--- src/rtl/stopwatch_pkg.sv ---
// Shared constants and types for the stopwatch front end (key debounce + tick divider).
// Latency: n/a (package only).
// Backpressure: n/a; every consumer of these types is a free-running pulse/level source.
package stopwatch_pkg;

    // Board has four push-buttons; key3 is the start/stop key that realigns the tick.
    localparam int NUM_KEYS        = 4;
    localparam int START_KEY       = 3;

    localparam int DEF_CLK_HZ      = 50_000_000;
    localparam int DEF_TICK_HZ     = 100;
    localparam int DEF_DEBOUNCE_MS = 20;

    // Registered per-key outputs of one debouncer lane.
    typedef struct packed {
        logic level;    // debounced state, 1 = pressed
        logic press;    // one-cycle pulse on accepted press
        logic rls;      // one-cycle pulse on accepted release
    } key_state_t;

    // ceil(log2(value)) with a floor of one bit, for counter sizing.
    function automatic int cnt_width(input int value);
        if (value <= 2) begin
            return 1;
        end
        return $clog2(value);
    endfunction

endpackage

--- src/rtl/key_debounce.sv ---
// Purpose: one push-button lane: 2-flop synchronizer, stability counter, press/release pulses.
// Latency: level and pulse appear 2+DB_CYCLES edges after the first edge that samples a change.
// Backpressure: none; pulses are fire-and-forget, one cycle wide.
// Ports: clk, rst_n (async active-low), i_key_n (raw button, low = pressed),
//        o_state (registered level/press/rls, see key_state_t).
module key_debounce
    import stopwatch_pkg::*;
#(
    parameter int DB_CYCLES = 5
) (
    input  logic       clk,
    input  logic       rst_n,
    input  logic       i_key_n,
    output key_state_t o_state
);

    // The counter must be able to hold DB_CYCLES itself: acceptance happens on the
    // edge after it reaches that value, which is what sets the 2+DB_CYCLES latency.
    localparam int               CNT_W   = cnt_width(DB_CYCLES + 1);
    localparam logic [CNT_W-1:0] CNT_MAX = CNT_W'(DB_CYCLES);

    logic [1:0]       r_sync;     // [0] first stage, [1] second stage
    logic [CNT_W-1:0] r_cnt;
    logic             r_level;
    logic             r_press;
    logic             r_release;
    logic             w_sample;   // synchronized sample, 1 = pressed

    assign w_sample = ~r_sync[1];

    always_ff @(posedge clk or negedge rst_n) begin
        if (!rst_n) begin
            // Synchronizer parks at "released" so a key held through reset is seen
            // as a fresh press and counts from zero.
            r_sync    <= 2'b11;
            r_cnt     <= '0;
            r_level   <= 1'b0;
            r_press   <= 1'b0;
            r_release <= 1'b0;
        end else begin
            r_sync    <= {r_sync[0], i_key_n};
            r_press   <= 1'b0;
            r_release <= 1'b0;
            if (w_sample == r_level) begin
                // Any sample agreeing with the accepted level throws away partial counts.
                r_cnt <= '0;
            end else if (r_cnt == CNT_MAX) begin
                r_cnt     <= '0;
                r_level   <= w_sample;
                r_press   <= w_sample;
                r_release <= ~w_sample;
            end else begin
                r_cnt <= r_cnt + 1'b1;
            end
        end
    end

    assign o_state.level = r_level;
    assign o_state.press = r_press;
    assign o_state.rls   = r_release;

endmodule

--- src/rtl/stopwatch_frontend.sv ---
// Purpose: stopwatch front end: four debounced keys plus a centisecond tick divider.
// Latency: key pulses 2+DB_CYCLES edges after input change; tick every TICK_DIV edges.
// Backpressure: none; all outputs are registered one-cycle pulses or levels.
// Ports: clk, rst_n (async active-low), key_n[3:0] (raw, low = pressed),
//        key_level/key_press/key_release[3:0] (high = pressed / pulse), tick (advance strobe).
module stopwatch_frontend
    import stopwatch_pkg::*;
#(
    parameter int CLK_HZ      = DEF_CLK_HZ,
    parameter int TICK_HZ     = DEF_TICK_HZ,
    parameter int DEBOUNCE_MS = DEF_DEBOUNCE_MS
) (
    input  logic                clk,
    input  logic                rst_n,
    input  logic [NUM_KEYS-1:0] key_n,
    output logic [NUM_KEYS-1:0] key_level,
    output logic [NUM_KEYS-1:0] key_press,
    output logic [NUM_KEYS-1:0] key_release,
    output logic                tick
);

    localparam int TICK_DIV  = CLK_HZ / TICK_HZ;
    localparam int DB_CYCLES = CLK_HZ / 1000 * DEBOUNCE_MS;
    localparam int DIV_W     = cnt_width(TICK_DIV);

    localparam logic [DIV_W-1:0] DIV_LAST = DIV_W'(TICK_DIV - 1);

    // ------------------------------------------------------------------
    // Key lanes: fully independent, so simultaneous acceptances pulse together.
    // ------------------------------------------------------------------
    for (genvar g = 0; g < NUM_KEYS; g++) begin : g_key
        key_state_t w_state;

        key_debounce #(
            .DB_CYCLES (DB_CYCLES)
        ) u_debounce (
            .clk     (clk),
            .rst_n   (rst_n),
            .i_key_n (key_n[g]),
            .o_state (w_state)
        );

        assign key_level[g]   = w_state.level;
        assign key_press[g]   = w_state.press;
        assign key_release[g] = w_state.rls;
    end

    // ------------------------------------------------------------------
    // Tick divider. The strobe is the registered terminal-count decode, so it
    // lands TICK_DIV edges after reset release or after a realignment restart.
    // A start/stop press restarts the count so the first period is full length;
    // a terminal count that coincides with that press is dropped rather than
    // producing a runt tick right at the start/stop instant.
    // ------------------------------------------------------------------
    logic [DIV_W-1:0] r_div;
    logic             r_tick;
    logic             w_div_last;
    logic             w_restart;

    assign w_div_last = (r_div == DIV_LAST);
    assign w_restart  = key_press[START_KEY];

    always_ff @(posedge clk or negedge rst_n) begin
        if (!rst_n) begin
            r_div  <= '0;
            r_tick <= 1'b0;
        end else begin
            r_tick <= w_div_last & ~w_restart;
            if (w_restart || w_div_last) begin
                r_div <= '0;
            end else begin
                r_div <= r_div + 1'b1;
            end
        end
    end

    assign tick = r_tick;

endmodule

--- config.mk ---
export PLATFORM = sky130hd
export DESIGN_NAME = stopwatch_frontend
export DESIGN_NICKNAME = d
export VERILOG_FILES = /design/src/rtl/stopwatch_pkg.sv /design/src/rtl/key_debounce.sv /design/src/rtl/stopwatch_frontend.sv
export SDC_FILE = /design/constraint.sdc
export NUM_CORES = 1
export LEC_CHECK = 0
export BUFFER_PORTS_ARGS = -buffer_cell sky130_fd_sc_hd__buf_2
export CAP_MARGIN = 10
export CORE_UTILIZATION = 35
export CTS_CLUSTER_DIAMETER = 60
export DETAILED_ROUTE_END_ITERATION = 7
export SYNTH_ARGS = -nofsm -noshare
export SYNTH_HDL_FRONTEND = slang
export SYNTH_SLANG_ARGS = --single-unit
--- constraint.sdc ---
create_clock -name clk -period 2 [get_ports clk]
set_input_delay 0.2 -clock clk [delete_from_list [all_inputs] [get_ports clk]]
set_output_delay 0.2 -clock clk [all_outputs]
set_load 0.1 [all_outputs]
==> flow_summary.rst, run 1 <==
.. list-table::
   :header-rows: 1

   * - Metric
     - Value
   * - Outcome
     - finished, final reports clean
   * - Post-Synth Simple-Gate Area
     - 0.256
   * - Standard-cell rows
     - 46
   * - Share of cell area taken by muxes after synthesis
     - 0
   * - Worst endpoint required time
     - 2.30 ns
   * - Synth-to-layout area growth
     - 22.2%
   * - Parity-gate share of the synthesized area counting xor and xnor cells
     - 0.101
   * - Die H
     - 131 um
   * - CTS root buffer
     - sky130_fd_sc_hd__clkbuf_16
   * - Number of standard cells in the layout, taps in and fillers out
     - 874
   * - Port-buffer cells
     - 18
   * - Ranking of synthesized cells by instance count
     - 112 x sky130_fd_sc_hd__dfrtp_1, 82 x sky130_fd_sc_hd__nor2_1, 41 x sky130_fd_sc_hd__xnor2_1
   * - Number of standard cells after synthesis
     - 587
   * - Max frequency
     - 514 MHz
   * - Total congestion overflow after global routing
     - 0
   * - Footprint of the flip-flops and latches
     - 0.00301 mm^2
   * - Detailed-routing iteration count for the pre-antenna-repair pass
     - 4
   * - Later-pin clock latency in the skew report
     - 0.41 ns
   * - Detail-routed via count per cell
     - 5.05
   * - Initial core utilization
     - 0.362
   * - Critical path class
     - reg -> reg
   * - Worst vdd ir
     - 587 uV
   * - Die footprint
     - 0.0171 mm^2
   * - Clock tree from TritonCTS
     - built
   * - Number of levels the H-tree was split into
     - 4
   * - Placed inst area
     - 0.00635 mm^2
   * - Crit-path leading delay family
     - simple AND/OR/NAND/NOR gates
   * - Main flop type after synthesis
     - sky130_fd_sc_hd__dfrtp_1
   * - Max-slew violation count
     - 0
   * - Post-place setup slack
     - -0.00272 ns
   * - DP HPWL
     - 8170 um
   * - Dpl cells
     - 835
   * - Cell area after synthesis
     - 0.00581 mm^2
   * - Die extent in x
     - 131 um
   * - Data arrival time of the worst path
     - 2.25 ns
   * - Buffer and inverter count on the worst path
     - 0
   * - # setup viols final
     - 0
   * - Placeable core region
     - 0.0161 mm^2
   * - Share of the clock period used by the worst path after layout
     - 0.972
   * - Clock transition time at the flip-flop clock pins of the worst setup and hold paths
     - 0.05 ns
   * - Synthesized-area fraction occupied by adder cells
     - 0.0194
   * - Dominant cell by count in the synthesized netlist
     - sky130_fd_sc_hd__dfrtp_1
   * - Top post-synthesis cells by area
     - sky130_fd_sc_hd__dfrtp_1 48%, sky130_fd_sc_hd__xnor2_1 6.2%, sky130_fd_sc_hd__nor2_1 5.3%
   * - Tmin final
     - 1.94 ns
   * - Lkg Pwr
     - 2.89 nW
   * - Antenna-violating nets left
     - 0
   * - Residual DRC
     - 0
   * - Number of flip-flops and latches in the synthesized netlist
     - 120
   * - Portion of the post-synthesis area used by sequential elements
     - 0.519
   * - Cell type with the largest total area after synthesis
     - sky130_fd_sc_hd__dfrtp_1
   * - Launching element type of the critical path
     - flip-flop
   * - Antenna cells
     - 0
   * - Setup WS post-layout
     - 0.0558 ns
   * - Largest fanout of any net on the critical path
     - 4
   * - Final-layout worst hold slack
     - 0.333 ns
   * - Final Wtd Congestion
     - 0.815
   * - Wirelength per Cell
     - 13.2 um
   * - Number of antenna violations at the first check in global routing
     - 0
   * - Area taken by multi-input logic gates
     - 0.00262 mm^2
   * - Count of distinct cell types in the synthesized netlist
     - 38
   * - Critical Path, Cell by Cell
     - or4b_1 > or4b_4 > or2_4 > and3_4
   * - Largest net degree at the start of global routing
     - 41
   * - Total power density per cell area
     - 824 mW/mm^2
   * - Category of the worst setup path capture point
     - flip-flop
   * - Vias in the first global route
     - 4,354
   * - Final Hold Viols
     - 0
   * - Delay of the slowest cell on the worst path
     - 0.52 ns
   * - Layout cell share with drive strength beyond 1
     - 0.181
   * - Number of synthesized flops with an enable pin
     - 0
   * - Main combinational cell family by area after synthesis
     - simple AND/OR/NAND/NOR gates
   * - Total global routing track utilization
     - 0.149
   * - Fraction of the mapped netlist area in compound gates
     - 0.0659
   * - IO Pins
     - 19
   * - Max capacitance violation total
     - 0
   * - Post-layout utilization of the core
     - 0.442
   * - Iteration-0 DRC count of the detailed router
     - 195
   * - First-pass GRT wire length
     - 19,900 um
   * - Max-slew headroom at the worst pin
     - 0.607
   * - Final std cell area, no fill
     - 0.00710 mm^2
   * - Syn Area/Cell
     - 9.90 um^2
   * - Layout net count
     - 660
   * - Synthesis Warnings
     - 0
   * - Worst-margin pin slew
     - 0.581 ns
   * - Final WL
     - 11,500 um
   * - Number of buffers between clock root and the deepest sink
     - 2
   * - TritonCTS buffer count
     - 17
   * - Standard cell with the maximum stage delay on the critical path
     - sky130_fd_sc_hd__or4b_4
   * - Fraction of post-synthesis cell area in the top cell type by area
     - 0.482
   * - Worst Skew
     - 0.00556 ns
   * - Fill count
     - 1,538
   * - Overall via count from detail_route
     - 4,418
   * - Post-Synthesis Net Count
     - 602
   * - Post-synthesis async set-or-reset flop share
     - 1.00
   * - Setup repair after global routing missed its margin
     - yes
   * - Worst min-delay path class
     - in -> async
   * - Total number of clock tree sinks
     - 120
==> logic make-up after synthesis <==
| kind of cell | after synthesis |
|---|---|
| AO/OA/AOI/OAI | 65 |
| XOR/XNOR | 67 |
| adder cells (fa/ha/maj) | 9 |
| buffers and inverters | 46 |
| flip-flops | 120 |
| AND/OR/NAND/NOR | 280 |
==> repair_timing <==
| item | CTS | global route |
|---|---|---|
| hold buffers | 5 | 0 |
| endpoints found under the setup margin | 1 | 9 |
| gates resized for setup | 1 | 13 |
| endpoints found under the hold margin | 35 | 0 |
| pin swaps | 0 | 4 |
| buffers inserted | 0 | 2 |
==> stage by stage <==
step	TNS [ns]	power [W]
2_1_floorplan	0	0.00260
3_3_place_gp	0	0.00270
3_5_place_dp	-0.00272	0.00271
4_1_cts	0	0.00592
5_1_grt	-0.0256	0.00606
6_report	0	0.00585
==> worst paths after layout <==
path / from / endpoint / slack [ns] / cells past startpoint
min in group clk: g_key[0].u_debounce.r_sync[0] / g_key[0].u_debounce.r_sync[1] / 0.35 / 0
worst max register to register: g_key[3].u_debounce.r_cnt[11] / g_key[3].u_debounce.r_cnt[1] / 0.06 / 4
max in group asynchronous: rst_n / g_key[0].u_debounce.r_sync[1] / 1.01 / 3
worst max-delay path: g_key[3].u_debounce.r_cnt[11] / g_key[3].u_debounce.r_cnt[1] / 0.06 / 4
worst min register to register: g_key[0].u_debounce.r_sync[0] / g_key[0].u_debounce.r_sync[1] / 0.35 / 0
worst min-delay path: rst_n / g_key[3].u_debounce.r_cnt[10] / 0.33 / 2
==> area by class of cell <==
| type | instances | area share |
|---|---|---|
| inverters | 21 | 0.0111 |
| repair buffers | 64 | 0.0687 |
| well taps | 216 | 0.0381 |
| flip-flops and latches | 120 | 0.424 |
| multi-input cells | 421 | 0.370 |
| clock buffers | 22 | 0.0682 |
| clock inverters | 10 | 0.0201 |
==> worst reg2reg max path, delay by kind of cell, from the launching register on <==
family / cells / cell delay (ns)
flops: 1 / 0.37
simple gates: 4 / 1.46
==> per-layer routing <==
metal	GRT usage	vias to the layer above	share of wire
met5	0	-	0
met4	0.0656	0	0.015
met3	0.0403	14	0.028
met2	0.242	52	0.48
met1	0.186	2187	0.48
li1	-	2165	-
==> flip-flops by register name (all words and copies together), names as in the netlist <==
signal,cells
r_div,19
g_key.u_debounce.r_release,4
tick,1
g_key.u_debounce.r_sync,8
g_key.u_debounce.r_cnt,80
g_key.u_debounce.r_press,4
g_key.u_debounce.r_level,4
==> placed cells by master (no fill, tap or decap), drive strengths merged <==
cell type / synthesis / layout
nand4: 20 / 20
nor4b: 10 / 10
and2: 1 / 1
nor4bb: 2 / 2
nand3: 38 / 38
or4: 16 / 16
a21oi: 26 / 26
ha: 9 / 9
o31ai: 12 / 12
or4b: 3 / 3
clkinvlp: 0 / 4
inv: 21 / 21
or3: 17 / 17
o21bai: 1 / 1
nor3: 17 / 17
nand4b: 3 / 3
nand2: 38 / 38
dlygate4sd3: 0 / 5
clkbuf: 9 / 22
and3: 15 / 15
clkinv: 0 / 3
bufinv: 0 / 3
o21ai: 26 / 26
dfstp: 8 / 8
or2: 2 / 2
xor2: 26 / 26
xnor2: 41 / 41
buf: 16 / 59
and4: 5 / 5
nor4: 11 / 11
nor2: 82 / 82
dfrtp: 112 / 112
==> power by group <==
group | switching (W) | internal [W] | leakage [nW]
combinational | 0.000108 | 0.0000772 | 0.973
sequential | 0.0000327 | 0.00247 | 1.62
clock | 0.00107 | 0.00209 | 0.295
total | 0.00122 | 0.00463 | 2.89
Power figures use the tool's default switching activity.
==> run 2, diff against run 1 <==
--- a/config.mk
+++ b/config.mk
@@ -7,9 +7,12 @@
 export LEC_CHECK = 0
 export BUFFER_PORTS_ARGS = -buffer_cell sky130_fd_sc_hd__buf_2
 export CAP_MARGIN = 10
-export CORE_UTILIZATION = 35
+export CELL_PAD_IN_SITES_DETAIL_PLACEMENT = 1
+export CELL_PAD_IN_SITES_GLOBAL_PLACEMENT = 1
+export CORE_UTILIZATION = 32
 export CTS_CLUSTER_DIAMETER = 60
 export DETAILED_ROUTE_END_ITERATION = 7
+export PLACE_DENSITY = 0.55
 export SYNTH_ARGS = -nofsm -noshare
 export SYNTH_HDL_FRONTEND = slang
 export SYNTH_SLANG_ARGS = --single-unit
==> run 2 against run 1 <==
Effect of this change:
- sequential power about the same
- clock power down 7.3%
- clock skew is 0.0015 ns higher
- total power shrank 3.8%
- non-clock buffer count up 9
- first-iteration DRC count down 28%
- die area increased by 9.2%
- largest power group unchanged
- core utilization is 3.5 points lower
- cell area increased by 0.53%
- via count is 1.3% higher
- clock-buffer cell count did not move
- fmax fell by 2.2%
==> flow_summary.rst, run 2 (synthesis gave the netlist of run 1 again) <==
.. list-table::
   :header-rows: 1

   * - Metric
     - Value
   * - Outcome
     - finished, final reports clean (unchanged)
   * - Antenna-violating nets left
     - 0 (unchanged)
   * - Worst Skew
     - 0.00707 ns (was 0.00556 ns)
   * - Die extent in x
     - 137 um (was 131 um)
   * - Layout cell share with drive strength beyond 1
     - 0.192 (was 0.181)
   * - Die H
     - 137 um (was 131 um)
   * - Number of antenna violations at the first check in global routing
     - 0 (unchanged)
   * - Largest registers
     - g_key.u_debounce.r_cnt: 80 flops, r_div: 19 flops, g_key.u_debounce.r_sync: 8 flops (unchanged)
   * - Max frequency
     - 503 MHz (was 514 MHz)
   * - Post-layout utilization of the core
     - 0.407 (was 0.442)
   * - TritonCTS buffer count
     - 17 (unchanged)
   * - Launching element type of the critical path
     - flip-flop (unchanged)
   * - Synth-to-layout area growth
     - 22.8% (was 22.2%)
   * - Wirelength per Cell
     - 15.5 um (was 13.2 um)
   * - Register containing the most flip-flops in the final layout
     - g_key.u_debounce.r_cnt (unchanged)
   * - Setup repair after global routing missed its margin
     - yes (unchanged)
   * - Die footprint
     - 0.0187 mm^2 (was 0.0171 mm^2)
   * - Clock tree from TritonCTS
     - built (unchanged)
   * - First-pass GRT wire length
     - 23,900 um (was 19,900 um)
   * - CTS root buffer
     - sky130_fd_sc_hd__clkbuf_16 (unchanged)
   * - Overall via count from detail_route
     - 4,474 (was 4,418)
   * - Critical path class
     - reg -> reg (unchanged)
   * - Placeable core region
     - 0.0175 mm^2 (was 0.0161 mm^2)
   * - Later-pin clock latency in the skew report
     - 0.41 ns (about the same)
   * - Max-slew headroom at the worst pin
     - 0.619 (was 0.607)
   * - Max capacitance violation total
     - 0 (unchanged)
   * - Dpl cells
     - 852 (was 835)
   * - Lkg Pwr
     - 2.93 nW (was 2.89 nW)
   * - Detail-routed via count per cell
     - 5.02 (was 5.05)
   * - Share of the clock period used by the worst path after layout
     - 0.994 (was 0.972)
   * - Fill count
     - 2,009 (was 1,538)
   * - Total global routing track utilization
     - 0.166 (was 0.149)
   * - Flip-flop count of the largest register after layout
     - 80 (unchanged)
   * - Largest net degree at the start of global routing
     - 40 (was 41)
   * - Tmin final
     - 1.99 ns (was 1.94 ns)
   * - Commonest cells after routing, fill and taps aside
     - 112 x sky130_fd_sc_hd__dfrtp_1, 82 x sky130_fd_sc_hd__nor2_1, 47 x sky130_fd_sc_hd__buf_4, 41 x sky130_fd_sc_hd__xnor2_1, 38 x sky130_fd_sc_hd__nand2_1 (was 112 x sky130_fd_sc_hd__dfrtp_1, 82 x sky130_fd_sc_hd__nor2_1, 41 x sky130_fd_sc_hd__xnor2_1, 39 x sky130_fd_sc_hd__buf_4, 38 x sky130_fd_sc_hd__nand2_1)
   * - Data arrival time of the worst path
     - 2.29 ns (was 2.25 ns)
   * - Number of standard cells in the layout, taps in and fillers out
     - 892 (was 874)
   * - Largest fanout of any net on the critical path
     - 4 (unchanged)
   * - Final Hold Viols
     - 0 (unchanged)
   * - Initial core utilization
     - 0.331 (was 0.362)
   * - Layout net count
     - 669 (was 660)
   * - Clock transition time at the flip-flop clock pins of the worst setup and hold paths
     - 0.06 ns (was 0.05 ns)
   * - Detailed-routing iteration count for the pre-antenna-repair pass
     - 4 (unchanged)
   * - Final-layout worst hold slack
     - 0.323 ns (was 0.333 ns)
   * - Setup TNS
     - 0 ns (unchanged)
   * - Worst min-delay path class
     - in -> async (unchanged)
   * - Standard-cell rows
     - 48 (was 46)
   * - Final WL
     - 13,800 um (was 11,500 um)
   * - Category of the worst setup path capture point
     - flip-flop (unchanged)
   * - Final Wtd Congestion
     - 0.791 (was 0.815)
   * - Vias in the first global route
     - 4,855 (was 4,354)
   * - Residual DRC
     - 0 (unchanged)
   * - Number of buffers between clock root and the deepest sink
     - 2 (unchanged)
   * - Max-slew violation count
     - 0 (unchanged)
   * - Port-buffer cells
     - 18 (unchanged)
   * - Worst-margin pin slew
     - 0.572 ns (was 0.581 ns)
   * - Commonest non-fill, non-tap cell in the layout
     - sky130_fd_sc_hd__dfrtp_1 (unchanged)
   * - Worst endpoint required time
     - 2.31 ns (was 2.30 ns)
   * - IO Pins
     - 19 (unchanged)
   * - Total power density per cell area
     - 788 mW/mm^2 (was 824 mW/mm^2)
   * - Worst vdd ir
     - 584 uV (was 587 uV)
   * - Total congestion overflow after global routing
     - 0 (unchanged)
   * - Antenna cells
     - 0 (unchanged)
   * - DP HPWL
     - 9650 um (was 8170 um)
   * - Iteration-0 DRC count of the detailed router
     - 140 (was 195)
   * - Number of levels the H-tree was split into
     - 4 (unchanged)
   * - Total number of clock tree sinks
     - 120 (unchanged)
   * - # setup viols final
     - 0 (unchanged)
[run 2: timing repair]
item	4_1_cts	5_1_grt
gates resized for setup	5	10
endpoints found under the setup margin	4	45
setup buffers	0	3
endpoints found under the hold margin	36	0
cloned	0	0
pin swaps	0	3
hold buffers	5	0
[run 2: cell type report]
class	instances	area [um^2]	share of cell area
Tap cell	225	282	0.0394
Sequential cell	120	3010	0.422
Clock buffer	22	474	0.0664
Inverter	21	78.8	0.0110
Clock inverter	10	96.3	0.0135
Timing Repair Buffer	73	568	0.0796
Multi-Input combinational cell	421	2630	0.368
[run 2: layer usage]
metal  track usage  wire length [um]  vias to the layer above  part of all wire
li1              -                 -                     2185                 -
met4        0.0685               190                        0             0.014
met1         0.203              6450                     2251              0.47
met3        0.0363               238                       12             0.017
met5             0                 0                        -                 0
met2         0.281              6920                       26              0.50
[run 2: final timing paths]
kind / slack, ns / startpoint / cells after the start / to
worst max-delay path: 0.01 / g_key[3].u_debounce.r_cnt[11] / 4 / g_key[3].u_debounce.r_cnt[1]
worst min-delay path: 0.32 / rst_n / 2 / r_div[15]
worst max register to register: 0.01 / g_key[3].u_debounce.r_cnt[11] / 4 / g_key[3].u_debounce.r_cnt[1]
worst min register to register: 0.36 / g_key[0].u_debounce.r_sync[0] / 0 / g_key[0].u_debounce.r_sync[1]
max in group asynchronous: 1.01 / rst_n / 3 / g_key[0].u_debounce.r_cnt[7]
min in group clk: 0.36 / g_key[0].u_debounce.r_sync[0] / 0 / g_key[0].u_debounce.r_sync[1]
[run 2: power by group]
group	internal (W)	switching [W]	total [W]	leakage [nW]
clock	0.00181	0.00113	0.00293	0.268
sequential	0.00246	0.0000255	0.00249	1.62
combinational	0.0000842	0.000119	0.000203	1.04
total	0.00435	0.00127	0.00563	2.93
[run 2: per-stage QoR]
stage          setup slack, ns  instance area [um^2]  total power (W)
3_5_place_dp           -0.0316                  6440          0.00273
4_1_cts               -0.00283                  7080          0.00571
3_3_place_gp            0.0432                  6440          0.00272
6_report                0.0111                  7140          0.00563
5_1_grt                -0.0404                  7140          0.00586
2_1_floorplan          0.00850                  5810          0.00260
[run 2: critical path, cell delays in order, from the launching register on]
cell and delay (ns):
sky130_fd_sc_hd__dfrtp_1 0.38, sky130_fd_sc_hd__or4b_4 0.53, sky130_fd_sc_hd__or4b_4 0.53, sky130_fd_sc_hd__or2_4 0.27
sky130_fd_sc_hd__and3_4 0.18
